**config.mk**
```make
export PLATFORM = sky130hd
export DESIGN_NAME = arbitro_actuadores
export DESIGN_NICKNAME = d
export VERILOG_FILES = /design/src/rtl/arbitro_actuadores.sv
export SDC_FILE = /design/constraint.sdc
export NUM_CORES = 1
export LEC_CHECK = 0
export BUFFER_PORTS_ARGS = -buffer_cell sky130_fd_sc_hd__buf_2
export CORE_MARGIN = 3
export CORE_UTILIZATION = 53
export DETAILED_ROUTE_END_ITERATION = 6
export PLACE_DENSITY = 0.78
export REMOVE_ABC_BUFFERS = 1
export SLEW_MARGIN = 30
export SYNTH_ARGS = -nofsm -noshare
export SYNTH_HDL_FRONTEND = slang
export SYNTH_SLANG_ARGS = --single-unit
```
**constraint.sdc**
```tcl
create_clock -name clk -period 5.9 [get_ports clk]
set_input_delay 0.59 -clock clk [delete_from_list [all_inputs] [get_ports clk]]
set_output_delay 0.59 -clock clk [all_outputs]
set_load 0.05 [all_outputs]
```
**src/rtl/arbitro_actuadores.sv**
```systemverilog
// arbitro_actuadores: arbitrates the single actuator power stage between
// heater and fan requests. Keeps the two drives mutually exclusive, inserts
// a dead time after every on-period, holds a minimum on-time and forces a
// rest after a maximum continuous on-time (suspended while alerta=1).
// Optional statistics counters are built when ESTADISTICAS_EN is defined.
module arbitro_actuadores #(
  parameter int T_MUERTO   = 4,
  parameter int T_MIN_ON   = 8,
  parameter int T_MAX_ON   = 64,
  parameter int T_DESCANSO = 16,
  parameter int CNT_W      = 16
) (
  input  logic       clk,
  input  logic       rst,
  input  logic       habilitar,
  input  logic       req_calef,
  input  logic       req_vent,
  input  logic       alerta,
  output logic       calefactor_out,
  output logic       ventilador_out,
  output logic       conflicto,
  output logic [2:0] estado_arb
`ifdef ESTADISTICAS_EN
  ,
  output logic [15:0] num_activaciones,
  output logic [7:0]  num_descansos
`endif
);

  typedef enum logic [2:0] {
    REPOSO   = 3'd0,
    CALEF_ON = 3'd1,
    VENT_ON  = 3'd2,
    MUERTO   = 3'd3,
    DESCANSO = 3'd4
  } estado_t;

  // Last counter value of each timed interval (cnt starts at 0 on entry).
  localparam logic [CNT_W-1:0] MUERTO_LAST   = CNT_W'(T_MUERTO - 1);
  localparam logic [CNT_W-1:0] MIN_ON_LAST   = CNT_W'(T_MIN_ON - 1);
  localparam logic [CNT_W-1:0] MAX_ON_LAST   = CNT_W'(T_MAX_ON - 1);
  localparam logic [CNT_W-1:0] DESCANSO_LAST = CNT_W'(T_DESCANSO - 1);
  localparam logic [CNT_W-1:0] CNT_MAX       = '1;

  estado_t          state;
  estado_t          state_nxt;
  logic [CNT_W-1:0] cnt;
  logic             req_own;
  logic             req_other;

  // Next-state decision; precedence in the on-states is habilitar, then
  // release (only after the minimum on-time), then the max-on limit.
  always_comb begin
    state_nxt = REPOSO;
    req_own   = 1'b0;
    req_other = 1'b0;
    case (state)
      REPOSO: begin
        if (habilitar && req_calef && !req_vent)      state_nxt = CALEF_ON;
        else if (habilitar && req_vent && !req_calef) state_nxt = VENT_ON;
        else                                          state_nxt = REPOSO;
      end
      CALEF_ON, VENT_ON: begin
        req_own   = (state == CALEF_ON) ? req_calef : req_vent;
        req_other = (state == CALEF_ON) ? req_vent  : req_calef;
        if (!habilitar)                                    state_nxt = MUERTO;
        else if ((!req_own || req_other) && cnt >= MIN_ON_LAST) state_nxt = MUERTO;
        else if (!alerta && cnt >= MAX_ON_LAST)            state_nxt = DESCANSO;
        else                                               state_nxt = state;
      end
      MUERTO:   state_nxt = (cnt >= MUERTO_LAST)   ? REPOSO : MUERTO;
      DESCANSO: state_nxt = (cnt >= DESCANSO_LAST) ? REPOSO : DESCANSO;
      default:  state_nxt = REPOSO;
    endcase
  end

  // State, saturating dwell counter and drives decoded from the next state.
  always_ff @(posedge clk) begin
    if (rst) begin
      state          <= REPOSO;
      cnt            <= '0;
      calefactor_out <= 1'b0;
      ventilador_out <= 1'b0;
      conflicto      <= 1'b0;
    end else begin
      state <= state_nxt;
      if (state_nxt != state)  cnt <= '0;
      else if (cnt != CNT_MAX) cnt <= cnt + 1'b1;
      calefactor_out <= (state_nxt == CALEF_ON);
      ventilador_out <= (state_nxt == VENT_ON);
      conflicto      <= (state == REPOSO) && req_calef && req_vent;
    end
  end

  assign estado_arb = state;

`ifdef ESTADISTICAS_EN
  // Saturating tallies of grants and forced rests.
  always_ff @(posedge clk) begin
    if (rst) begin
      num_activaciones <= '0;
      num_descansos    <= '0;
    end else begin
      if ((state_nxt == CALEF_ON || state_nxt == VENT_ON) && state_nxt != state &&
          num_activaciones != 16'hFFFF)
        num_activaciones <= num_activaciones + 16'd1;
      if (state_nxt == DESCANSO && state != DESCANSO && num_descansos != 8'hFF)
        num_descansos <= num_descansos + 8'd1;
    end
  end
`endif

endmodule

```
==> out/qor.txt <==
Status: finished clean
Core ar.: 2300 um^2
Reg2Reg Setup Slack: 3.24 ns
Seq pwr share: 0.534
CTS tree: built
Crit path capture type: flop
Most frequent cells in the layout: 22 x dfxtp_1, 11 x buf_2, 10 x nor3_2, 9 x nand2_1, 9 x nor3_1
DRT Pass-1 Iters: 7
Hold Crit Start: rst
Global-route wire length before repair: 4930 um
Reg clk slew, reported paths: 0.11 ns
Largest net degree at the start of global routing: 17
Final worst path period share: 0.451
Pre-CTS setup slack: 3.14 ns
Fillers: 224
Unrepaired setup endpoints after global routing: false
Max VDD drop: 0.000150 V
Reg2reg end: cnt[4]
Final nets: 163
Ys Warns: 0
Die Y: 56.0 um
Post-synth ARST share: 0
Fmax: 376 MHz
Post-Synth Simple-Gate Area: 0.345
Largest family of logic cells by synthesized area: simple AND/OR/NAND/NOR gates
Library cell with the largest summed area after synthesis: dfxtp_1
Post-synthesis mux area share: 0.0151
# rows: 17
Number of buffers added for setup after CTS: 0
Top_reg_cell synth: dfxtp_1
Hold Fails Final Rpt: 0
# placed instances: 178
Most common cell after layout, fill and taps aside: dfxtp_1
Initial antenna violation count: 0
Synth-to-Final Area Change: 7.28%
Global routing's busiest layer: met2
Syn Inst Count: 143
Die X: 56.0 um
WP data required: 6.11 ns
Seq/Total Area, Yosys: 0.333
GR Util All Layers: 0.193
Reg2reg start: cnt[13]
Worst-Margin Slew: 0.611 ns
Total power: 329 uW
Vias in the first global route: 1,050
H-Tree Depth: 1
WL/cell: 15.4 um
Arrival @ worst endpoint: 2.87 ns
Post-DR vias/cell: 6.31
DP Wirelength: 1910 um
Clock Latency Late Sink: 0.30 ns
Sink Count: 22
P_int: 213 uW
Clock Path Buffers: 2
Post-route minimum period: 2.66 ns
Die ar.: 3130 um^2
Crit Path Max Fanout: 16
Synth top area cells: dfxtp_1 33%, nor3_2 7.6%, xor2_1 5.3%, nor3_1 3.4%, a211oi_1 3.4%
Synth Area in Adders: 0.0189
CP Class: reg2reg
Ant diodes: 0
Max Cap Viol: 0
Fin Clk Skew: 0.00426 ns
Xor/xnor cell area share of the yosys netlist: 0.0861
Hold crit path type: in2reg
Final hold slack: 0.513 ns
Layout cells sized above 1: 0.248
Share of the synthesized area in the top cell type: 0.333
Met3 Usage GRT: 0.0209
Sw Pwr: 115 uW
Cell Area, Synth: 1320 um^2
Post-synth EDFFs: 0
Routed wire length: 2790 um
Syn avg cell area: 9.25 um^2
Total CTS buffers: 3
GR Layer Usage met2: 0.297
Cell area power density: 232 nW/um^2
LEAKAGE: 0.520 nW
Synth unique cells: 43
Setup_tns: 0 ns
Finished Cell Area: 1420 um^2
Yosys reg bits: 22
Final worst slack: 3.24 ns
Core Util, Final: 0.618
Post-Layout Cell Count: 181
GPL Wtd Cong: 0.823
# DRC: 0
Hold Path Sink: estado_arb[2]
Slew Limit Fails: 0
Register cell area after layout: 440 um^2
Worst Reg-to-Reg Cells: 6
Endpoints failing setup: 0
Multi-input gate area: 851 um^2
Synth Area in Compound Gates: 0.172
Initial Utilization: 0.576
Total congestion overflow: 0
CP startpoint kind: flop
Post-DRT Antenna Nets: 0
Iteration-0 DRC Markers: 46
CTS resizes: 0
Dpl cell area: 1390 um^2
Root Buffer: clkbuf_4
Comb power frac: 0.264
Buffers on Ports: 11
Grt met1 use: 0.278
Clock power share: 0.202
Slew headroom: 0.592
I/O Pins: 12
Total number of vias: 1,142
# hold bufs at CTS: 0
Hold path depth: 2
Switching Share: 0.351
==> critical path, stage by stage (launching register included) <==
cell and delay, ns:
dfxtp_1 0.38, or4_4 0.59, nor2_4 0.17, nand3_1 0.13, or4_1 0.43, a211o_2 0.49
a2111oi_2 0.38
==> cell type report <==
class | instances | share of cell area
clock buffers | 3 | 0.0159
inverters | 4 | 0.0106
multi-input cells | 113 | 0.600
flip-flops and latches | 22 | 0.310
well taps | 28 | 0.0247
repair buffers | 11 | 0.0388
==> routing by layer <==
metal	vias up	routed length (um)
met5	-	0
met4	0	34
met3	4	123
met2	40	1330
met1	528	1310
li1	570	-
==> cell usage after synthesis, drive strengths merged, types with 2 or more instances <==
| cell | n |
|---|---|
| buf | 2 |
| mux2i | 2 |
| nor3b | 3 |
| a31oi | 3 |
| inv | 4 |
| nand3b | 2 |
| nand3 | 6 |
| ha | 2 |
| nand2 | 9 |
| xor2 | 8 |
| nor4 | 2 |
| o211a | 2 |
| nor2 | 7 |
| xnor2 | 5 |
| a211oi | 6 |
| a2111oi | 3 |
| clkbuf | 2 |
| a21oi | 6 |
| nor3 | 19 |
| nand4 | 6 |
| o21ai | 3 |
| and3 | 3 |
| dfxtp | 22 |
| and4 | 2 |
| or4 | 3 |
==> power by group through the flow <==
| stage | registers, mW | clock network [mW] | logic [mW] |
|---|---|---|---|
| 2_1_floorplan | 0.185 | 0 | 0.0581 |
| 3_3_place_gp | 0.178 | 0 | 0.0831 |
| 3_5_place_dp | 0.178 | 0 | 0.0848 |
| 4_1_cts | 0.175 | 0.0695 | 0.0853 |
| 5_1_grt | 0.178 | 0.0743 | 0.0952 |
| 6_report | 0.176 | 0.0663 | 0.0869 |
==> flip-flops by register name, indices dropped and copies added, names as in the netlist <==
name            count
estado_arb          3
cnt                16
ventilador_out      1
conflicto           1
calefactor_out      1
==> how the worst max path moves through the flow <==
stage	from	endpoint	slack (ns)
after floorplan	estado_arb[1]	cnt[12]	3.32
after detailed placement	habilitar	cnt[12]	3.14
final	cnt[13]	cnt[4]	3.24
after global routing	estado_arb[0]	cnt[4]	3.00
after CTS	cnt[13]	cnt[4]	3.24
after global placement	habilitar	cnt[12]	3.23
==> logic make-up (layout without fill, tap and decap cells) <==
kind of cell / Yosys count / after routing
fa+ha+maj: 2 / 2
mux: 2 / 2
compound gates: 29 / 29
xor+xnor: 13 / 13
simple gates: 67 / 67
buf+inv: 8 / 18
flops: 22 / 22
Power figures use the tool's default switching activity.
